**config.mk**
```make
export PLATFORM = sky130hd
export DESIGN_NAME = tank_shell
export DESIGN_NICKNAME = d
export VERILOG_FILES = /design/src/rtl/tank_pkg.sv /design/src/rtl/terrain_height.sv /design/src/rtl/tank_shell.sv
export SDC_FILE = /design/constraint.sdc
export NUM_CORES = 1
export LEC_CHECK = 0
export ABC_AREA = 1
export BUFFER_PORTS_ARGS = -buffer_cell sky130_fd_sc_hd__clkbuf_2
export CAP_MARGIN = 20
export CORE_ASPECT_RATIO = 2
export CORE_MARGIN = 2
export CORE_UTILIZATION = 49
export DETAILED_ROUTE_END_ITERATION = 10
export PLACE_DENSITY = 0.69
export REMOVE_ABC_BUFFERS = 1
export SETUP_SLACK_MARGIN = 0.15
export SYNTH_ARGS = -nofsm -noshare
export SYNTH_HDL_FRONTEND = slang
export SYNTH_SLANG_ARGS = --single-unit
```
**constraint.sdc**
```tcl
create_clock -name frame_clk -period 33.1 [get_ports frame_clk]
set_input_delay 3.31 -clock frame_clk [delete_from_list [all_inputs] [get_ports frame_clk]]
set_output_delay 3.31 -clock frame_clk [all_outputs]
set_load 0.1 [all_outputs]
```
**src/rtl/tank_pkg.sv**
```systemverilog
// Shared tank/shell definitions: shell FSM states, screen limits, terrain coefficients.
package tank_pkg;
  typedef enum logic [1:0] {IDLE, FLIGHT, COOLDOWN} shell_state_t;

  localparam int SCREEN_X_MAX = 639;
  localparam int SCREEN_Y_MAX = 479;

  // terrain(x) = A_NUM*x^2/A_DEN - B_NUM*x/B_DEN + C
  localparam int TERR_A_NUM = 607;
  localparam int TERR_A_DEN = 1562500;
  localparam int TERR_B_NUM = 71;
  localparam int TERR_B_DEN = 500;
  localparam int TERR_C     = 222;

  function automatic logic signed [12:0] sabs(input logic signed [12:0] v);
    return (v < 0) ? -v : v;
  endfunction
endpackage

```
**src/rtl/terrain_height.sv**
```systemverilog
// Combinational parabolic terrain profile, x -> ground y (screen coords, down positive).
module terrain_height
  import tank_pkg::*;
(
  input  logic signed [10:0] x,
  output logic signed [10:0] y
);
  logic signed [31:0] xs;
  logic signed [31:0] h;

  always_comb begin
    xs = {{21{x[10]}}, x};
    // each division truncates independently, matching the renderer's profile
    h  = (TERR_A_NUM * xs * xs) / TERR_A_DEN - (TERR_B_NUM * xs) / TERR_B_DEN + TERR_C;
    if (h > 32'sd1023)       y = 11'sd1023;
    else if (h < -32'sd1024) y = -11'sd1024;
    else                     y = h[10:0];
  end
endmodule

```
**src/rtl/tank_shell.sv**
```systemverilog
// Ballistic shell engine: one motion step per frame, hit/ground/off-screen resolution.
// Optional wind input enabled by defining TANK_SHELL_WIND_EN.
module tank_shell
  import tank_pkg::*;
#(
  parameter int X_SPEED         = 2,
  parameter int GRAVITY         = 1,
  parameter int HIT_R           = 4,
  parameter int LAUNCH_OFF      = 8,
  parameter int COOLDOWN_FRAMES = 30,
  parameter int X_MAX           = SCREEN_X_MAX
)(
  input  logic              frame_clk,
  input  logic              Reset,
  input  logic              shoot,
  input  logic [9:0]        ShooterX,
  input  logic [9:0]        ShooterY,
  input  logic [1:0]        Direction,
  input  logic [9:0]        y_component,
  input  logic [9:0]        TargetX,
  input  logic [9:0]        TargetY,
  input  logic [9:0]        TargetS,
`ifdef TANK_SHELL_WIND_EN
  input  logic signed [2:0] wind,
`endif
  output logic [9:0]        ShellX,
  output logic signed [10:0] ShellY,
  output logic              shell_active,
  output logic              hit,
  output logic              busy
);
  localparam int CW = (COOLDOWN_FRAMES > 1) ? $clog2(COOLDOWN_FRAMES) : 1;
  localparam logic [CW-1:0] CNT_LAST = CW'(COOLDOWN_FRAMES - 1);

  shell_state_t       state, state_d;
  logic signed [10:0] sx, sy, vy, dx;
  logic [CW-1:0]      cnt;
  logic               shoot_q, hit_q;

  logic               fire;
  logic signed [10:0] nx, ny, terr_y, dx_launch, vy_nxt;
  logic signed [11:0] vy_w;
  logic signed [12:0] ddx, ddy, lim;
  logic               in_hit, grounded, off_scr;
  logic               unused_dir;

  assign unused_dir = Direction[1];

  terrain_height u_terrain (.x(nx), .y(terr_y));

  always_comb begin
    fire     = shoot & ~shoot_q;
    nx       = sx + dx;
    ny       = sy + vy;
    vy_w     = {vy[10], vy} + 12'(GRAVITY);
    vy_nxt   = (vy_w > 12'sd255) ? 11'sd255 : vy_w[10:0];
    ddx      = {{2{nx[10]}}, nx} - {3'b000, TargetX};
    ddy      = {{2{ny[10]}}, ny} - {3'b000, TargetY};
    lim      = {3'b000, TargetS} + 13'(HIT_R);
    in_hit   = (sabs(ddx) <= lim) && (sabs(ddy) <= lim);
    grounded = (ny >= terr_y);
    off_scr  = (nx < 11'sd0) || (nx > 11'(X_MAX));
  end

  always_comb begin
    dx_launch = Direction[0] ? 11'(X_SPEED) : -11'(X_SPEED);
`ifdef TANK_SHELL_WIND_EN
    dx_launch = dx_launch + {{8{wind[2]}}, wind};
    // a stalled shell would never resolve; nudge it toward the barrel
    if (dx_launch == 11'sd0) dx_launch = Direction[0] ? 11'sd1 : -11'sd1;
`endif
  end

  // state register
  always_ff @(posedge frame_clk) begin
    if (Reset) state <= IDLE;
    else       state <= state_d;
  end

  // next-state logic
  always_comb begin
    state_d = state;
    unique case (state)
      IDLE:     if (fire) state_d = FLIGHT;
      FLIGHT:   if (in_hit || grounded || off_scr) state_d = COOLDOWN;
      COOLDOWN: if (cnt == CNT_LAST) state_d = IDLE;
      default:  state_d = IDLE;
    endcase
  end

  // datapath
  always_ff @(posedge frame_clk) begin
    if (Reset) begin
      sx      <= '0;
      sy      <= '0;
      vy      <= '0;
      dx      <= '0;
      cnt     <= '0;
      shoot_q <= 1'b0;
      hit_q   <= 1'b0;
    end else begin
      shoot_q <= shoot;
      hit_q   <= 1'b0;
      unique case (state)
        IDLE: if (fire) begin
          sx <= {1'b0, ShooterX};
          sy <= {1'b0, ShooterY} - 11'(LAUNCH_OFF);
          vy <= -{1'b0, y_component};
          dx <= dx_launch;
        end
        FLIGHT: begin
          vy  <= vy_nxt;
          cnt <= '0;
          // on ground/off-screen exit the last airborne position is kept
          if (in_hit) begin
            sx    <= nx;
            sy    <= ny;
            hit_q <= 1'b1;
          end else if (!grounded && !off_scr) begin
            sx <= nx;
            sy <= ny;
          end
        end
        COOLDOWN: cnt <= cnt + 1'b1;
        default: ;
      endcase
    end
  end

  // outputs
  always_comb begin
    ShellX       = sx[9:0];
    ShellY       = sy;
    shell_active = (state == FLIGHT);
    busy         = (state != IDLE);
    hit          = hit_q;
  end
endmodule

```
==> metrics.yaml, run 1 <==
die:
  fp.dieW_microns: 186
  dieArea_sq_mm: 0.0681
  fp.dieH_microns: 367
  row_count: 133
  start_util_pct: 49.4
  ios: 89
  core-area_sq_mm: 0.0654
logic_synthesis:
  netlist_top_cells_area: "nand2_1 (17%), fa_1 (16%), ha_1 (13%)"
  ys_types: 69
  syn_area_per_cell_sq_um: 6.15
  synth_top_area_cell: "nand2_1"
  ys_async_sr_fraction_pct: 0
  seq_area_frac_synth_pct: 2.73
  ys_warn_count: 0
  synth-edff-count: 0
  netlist_area_sq_mm: 0.0323
  ys_ff_latch: 44
  yosysTopAreaCellShare_pct: 17.4
  synth_cells: 5246
  ys.flop_type: "dfxtp_1"
placement:
  dpl_cell_area_sq_mm: 0.0334
  post-dp-hpwl_mm: 76.5
  dp_cells: 6149
  gp_routability_congestion: 0.932
  io_buffers: 87
timing:
  fin_crit_ns: 30.67
  max_freq_ghz: 0.0326
  hold_viol_final: 0
  timing.max_slew.rel_slack_pct: 38.4
  setup_violations: 0
  drv_slew: 0
  clock_skew_ns: 0.00856
  period_share_pct: 92.7
  rsz0062_at_grt: "false"
  tightestPinTransition_ns: 0.925
critical_path:
  worstPathArrival_ns: 30.89
  slowest_stage: "fa_1"
  startpoint_type: "flip-flop"
  worst_ep_required_time_ns: 33.32
  path_common_cell: "nand2_1"
  max_stage_delay_ns: 0.57
  critical_path_class: "reg2reg"
  end_kind: "flip-flop"
  path_max_fanout: 29
drt:
  vias: 32500
  via_per_inst: 5.25
  antenna_left: 0
  wl_per_cell_microns: 14.9
  wl_mm: 92.4
  first_pass_iters: 6
  drt_iter0_drc: 2227
  drc_errors: 0
global_route:
  track_usage_pct: 26.8
  grt_max_degree: 47
  antenna_found_initial: 1
  grt_pass1_wl_mm: 151
  grt_pass1_vias: 30900
  grt-ovfl-total: 0
layout:
  finalNonFillerCells: 6191
  fill_cells: 6795
  area_delta_synth_final_pct: 6.55
  final_common_cell: "nand2_1"
  fin_nets: 5975
  finalInstanceArea_sq_mm: 0.0344
  layout_common_cells: "nand2_1 (1476), inv_1 (890), nor2_1 (457)"
  n_antenna_cell: 0
  drive_gt1_share_pct: 11.8
clocking:
  cts_max_level: 2
  clk-insertion-delay-late_ns: 0.29
  cts_root_buf: "clkbuf_16"
  cts_tree: "built"
  cts_sinks: 44
  holdBufCountCts: 0
  clk_path_buf_depth: 2
  clkTransAtPathRegs_ns: 0.07
  cts_buffers: 5
run:
  maxCapViolations: 0
min_path:
  hold_path_class: "reg2reg"
status:
  status: "finished clean"
## through the flow
| step | util (%) | hold WS (ns) | setup TNS, ns | setup WS, ns |
|---|---|---|---|---|
| global route | 52.6 | 0.488 | 0 | 0.0776 |
| floorplan | - | 0.428 | 0 | 1.47 |
| detailed placement | 51.1 | 0.455 | -18.84 | -0.977 |
| finish | 52.6 | 0.479 | 0 | 2.43 |
| CTS | 51.5 | 0.473 | 0 | 0.171 |
| global placement | 51.1 | 0.455 | -7.76 | -0.423 |
## flip-flops by register name, summed over array words and instances, names as in the netlist
name     cells
shoot_q      1
vy          11
ShellY      11
state        2
dx           2
hit          1
cnt          5
sx          11
## final timing paths
| kind | start | end | slack, ns | cells past startpoint |
|---|---|---|---|---|
| worst min-delay path | dx[1] | dx[1] | 0.48 | 2 |
| worst max-delay path | sx[1] | sx[7] | 2.43 | 193 |
| worst max register to register | sx[1] | sx[7] | 2.43 | 193 |
| worst min register to register | dx[1] | dx[1] | 0.48 | 2 |
## repair_timing
action                     4_1_cts  5_1_grt
gates resized for setup         11      112
buffers inserted                 0       22
cloned                           2       10
setup endpoints to repair       23       23
pin swaps                        1       21
## final cells by class
class	instances	area [sq um]	share of cell area [%]
timing repair buffer	152	1020	2.95
tap	877	1100	3.19
clock buffer	6	139	0.404
multi-input combinational	4142	27600	80.1
sequential	44	882	2.56
clock inverter	2	38.8	0.113
timing repair inverter	1	6.26	0.0182
inverter	967	3660	10.7
## cells by family (layout without fill, tap and decap cells)
family,after synthesis,in the layout,synth area share [%]
XOR/XNOR,258,258,7.00
adder cells (fa/ha/maj),597,597,29.3
buffers and inverters,1069,1128,13.6
flip-flops,44,44,2.73
AND/OR/NAND/NOR,2841,2850,39.7
AO/OA/AOI/OAI,437,437,7.74
## synth_stat cells, drive strengths merged (7+ instances only)
library cell  number
or2               20
nor4              12
nand3            430
xor2             196
buf               62
a31oi             25
nor3              41
a21oi            193
nor2             533
nand4             84
clkinv            14
clkbuf            40
o31ai              8
inv              952
ha               332
o21ai            141
xnor2             62
fa               265
nand3b            17
and2               7
a21o               9
nand2           1689
o211ai            11
dfxtp             44
o21bai            24
## metal layers
layer | vias to the layer above | wire (microns) | track usage, %
li1 | 16500 | - | -
met3 | 133 | 4650 | 1.84
met4 | 2 | 2780 | 6.88
met2 | 825 | 43200 | 45.6
met5 | - | 10 | 0
met1 | 15000 | 41800 | 36.4
## worst max-delay path: cells and delay by family (launching register included)
kind            cells  cell delay (ns)
fa+ha+maj          20             7.77
flops               1             0.35
xor+xnor            4             0.84
buf+inv            26             3.12
compound gates     34             5.14
simple gates      109            13.25
Power of run 1 is left out: the tool's default activity adds up to more than one toggle a clock period on the data nets, which glitch-free logic cannot reach.
==> inputs of run 2 (changes only) <==
--- a/config.mk
+++ b/config.mk
@@ -9,10 +9,9 @@
 export BUFFER_PORTS_ARGS = -buffer_cell sky130_fd_sc_hd__clkbuf_2
 export CAP_MARGIN = 20
 export CORE_ASPECT_RATIO = 2
-export CORE_MARGIN = 2
-export CORE_UTILIZATION = 49
+export CORE_UTILIZATION = 36
 export DETAILED_ROUTE_END_ITERATION = 10
-export PLACE_DENSITY = 0.69
+export PLACE_DENSITY = 0.55
 export REMOVE_ABC_BUFFERS = 1
 export SETUP_SLACK_MARGIN = 0.15
 export SYNTH_ARGS = -nofsm -noshare
==> metrics.yaml, run 2 (synthesized netlist as in run 1, its figures left out) <==
status:
  status: "finished clean"
clocking:
  cts_buffers: 5
  clk_path_buf_depth: 2
  cts_sinks: 44
  holdBufCountCts: 0
  clkTransAtPathRegs_ns: 0.07
  clk-insertion-delay-late_ns: 0.30
  cts_root_buf: "clkbuf_16"
  cts_tree: "built"
  cts_max_level: 2
drt:
  antenna_left: 0
  first_pass_iters: 5
  drc_errors: 0
  via_per_inst: 4.98
  vias: 32600
  wl_per_cell_microns: 16.8
  wl_mm: 110
  drt_iter0_drc: 1140
timing:
  rsz0062_at_grt: "false"
  tightestPinTransition_ns: 1.16
  setup_violations: 0
  fin_crit_ns: 30.73
  clock_skew_ns: 0.0109
  period_share_pct: 92.8
  hold_viol_final: 0
  max_freq_ghz: 0.0325
  hold_ws_ns: 0.465
  drv_slew: 0
  setup_ws_ns: 2.37
  timing.max_slew.rel_slack_pct: 21.8
global_route:
  antenna_found_initial: 0
  grt_pass1_wl_mm: 169
  grt_pass1_vias: 33100
  track_usage_pct: 24.0
  grt-ovfl-total: 0
  grt_max_degree: 47
die:
  row_count: 155
  dieArea_sq_mm: 0.0910
  start_util_pct: 36.3
  core-area_sq_mm: 0.0890
  fp.dieH_microns: 426
  ios: 89
  fp.dieW_microns: 214
critical_path:
  startpoint_type: "flip-flop"
  critical_path_class: "reg2reg"
  worstPathArrival_ns: 30.95
  end_kind: "flip-flop"
  max_stage_delay_ns: 0.55
  rrSetupSlack_ns: 2.37
  worst_ep_required_time_ns: 33.33
  slowest_stage: "fa_1"
  path_common_cell: "nand2_1"
  path_max_fanout: 16
layout:
  finalNonFillerCells: 6555
  n_antenna_cell: 0
  fill_cells: 9885
  fin_nets: 6039
  layout_common_cells: "nand2_1 (1476), inv_1 (892), nor2_1 (450)"
  drive_gt1_share_pct: 13.1
  area_delta_synth_final_pct: 9.15
  final_common_cell: "nand2_1"
placement:
  post-dp-hpwl_mm: 95.7
  gp_routability_congestion: 0.973
  dp_slack_ns: -0.181
  io_buffers: 87
  dp_cells: 6513
run:
  maxCapViolations: 0
min_path:
  hold_path_class: "reg2reg"
==> run 2: cell types whose count changed in the layout (fill, tap and decap cells not counted), moves of 2 or more <==
cell | before | now
nand2_8 | 12 | 5
inv_1 | 890 | 892
o21ai_2 | 8 | 11
nor2_1 | 457 | 450
nand3_2 | 33 | 40
inv_8 | 2 | 0
nand3_1 | 389 | 384
buf_4 | 56 | 124
nand3_4 | 11 | 8
nor2_4 | 20 | 27
nand2_2 | 164 | 168
o21ai_1 | 25 | 23
a21oi_2 | 8 | 11
==> run 2: what timing repair did <==
action,in CTS,in global routing
pin swaps,0,29
cloned,0,9
buffers inserted,0,25
endpoints found under the hold margin,0,0
setup endpoints to repair,21,23
gates resized for setup,7,120
==> run 2: cell type report <==
cell class,instances,area [sq um],area share [%]
multi-input cells,4139,27500,78.1
clock inverters,2,38.8,0.110
repair buffers,219,1520,4.31
well taps,1177,1470,4.18
flip-flops and latches,44,882,2.50
inverters,967,3650,10.4
repair inverters,1,5.00,0.0142
clock buffers,6,139,0.394
==> run 2: per-layer routing <==
metal / GRT usage [%] / routed length (microns) / vias to the layer above / share of wire, %
met3: 1.13 / 2050 / 330 / 1.9
li1: - / - / 16600 / -
met5: 0 / 0 / - / 0
met1: 20.4 / 34900 / 15100 / 32
met4: 20.9 / 11500 / 0 / 10
met2: 49.0 / 61700 / 572 / 56
==> run 2: per-stage QoR <==
step / setup TNS, ns / area, sq um / util, %
3_5_place_dp: -1.92 / 34300 / 38.5
3_3_place_gp: 0 / 34300 / 38.5
4_1_cts: 0 / 34500 / 38.8
6_report: 0 / 35200 / 39.6
5_1_grt: 0 / 35200 / 39.6
2_1_floorplan: 0 / 31500 / -
==> run 2: path summary, 6_finish.rpt <==
check / startpoint / endpoint / cells past startpoint
setup / recovery: sx[1] / ShellY[6] / 199
hold / removal: dx[1] / dx[1] / 2
setup reg to reg: sx[1] / ShellY[6] / 199
hold reg to reg: dx[1] / dx[1] / 2
==> run 2: critical path, delay by kind of cell, from the launching register on <==
kind / cells / cell delay [ns]
compound gates: 26 / 3.88
buf+inv: 31 / 3.31
simple gates: 118 / 14.84
flops: 1 / 0.33
xor+xnor: 5 / 1.08
fa+ha+maj: 19 / 7.05
Power of run 2 is left out for the same reason.
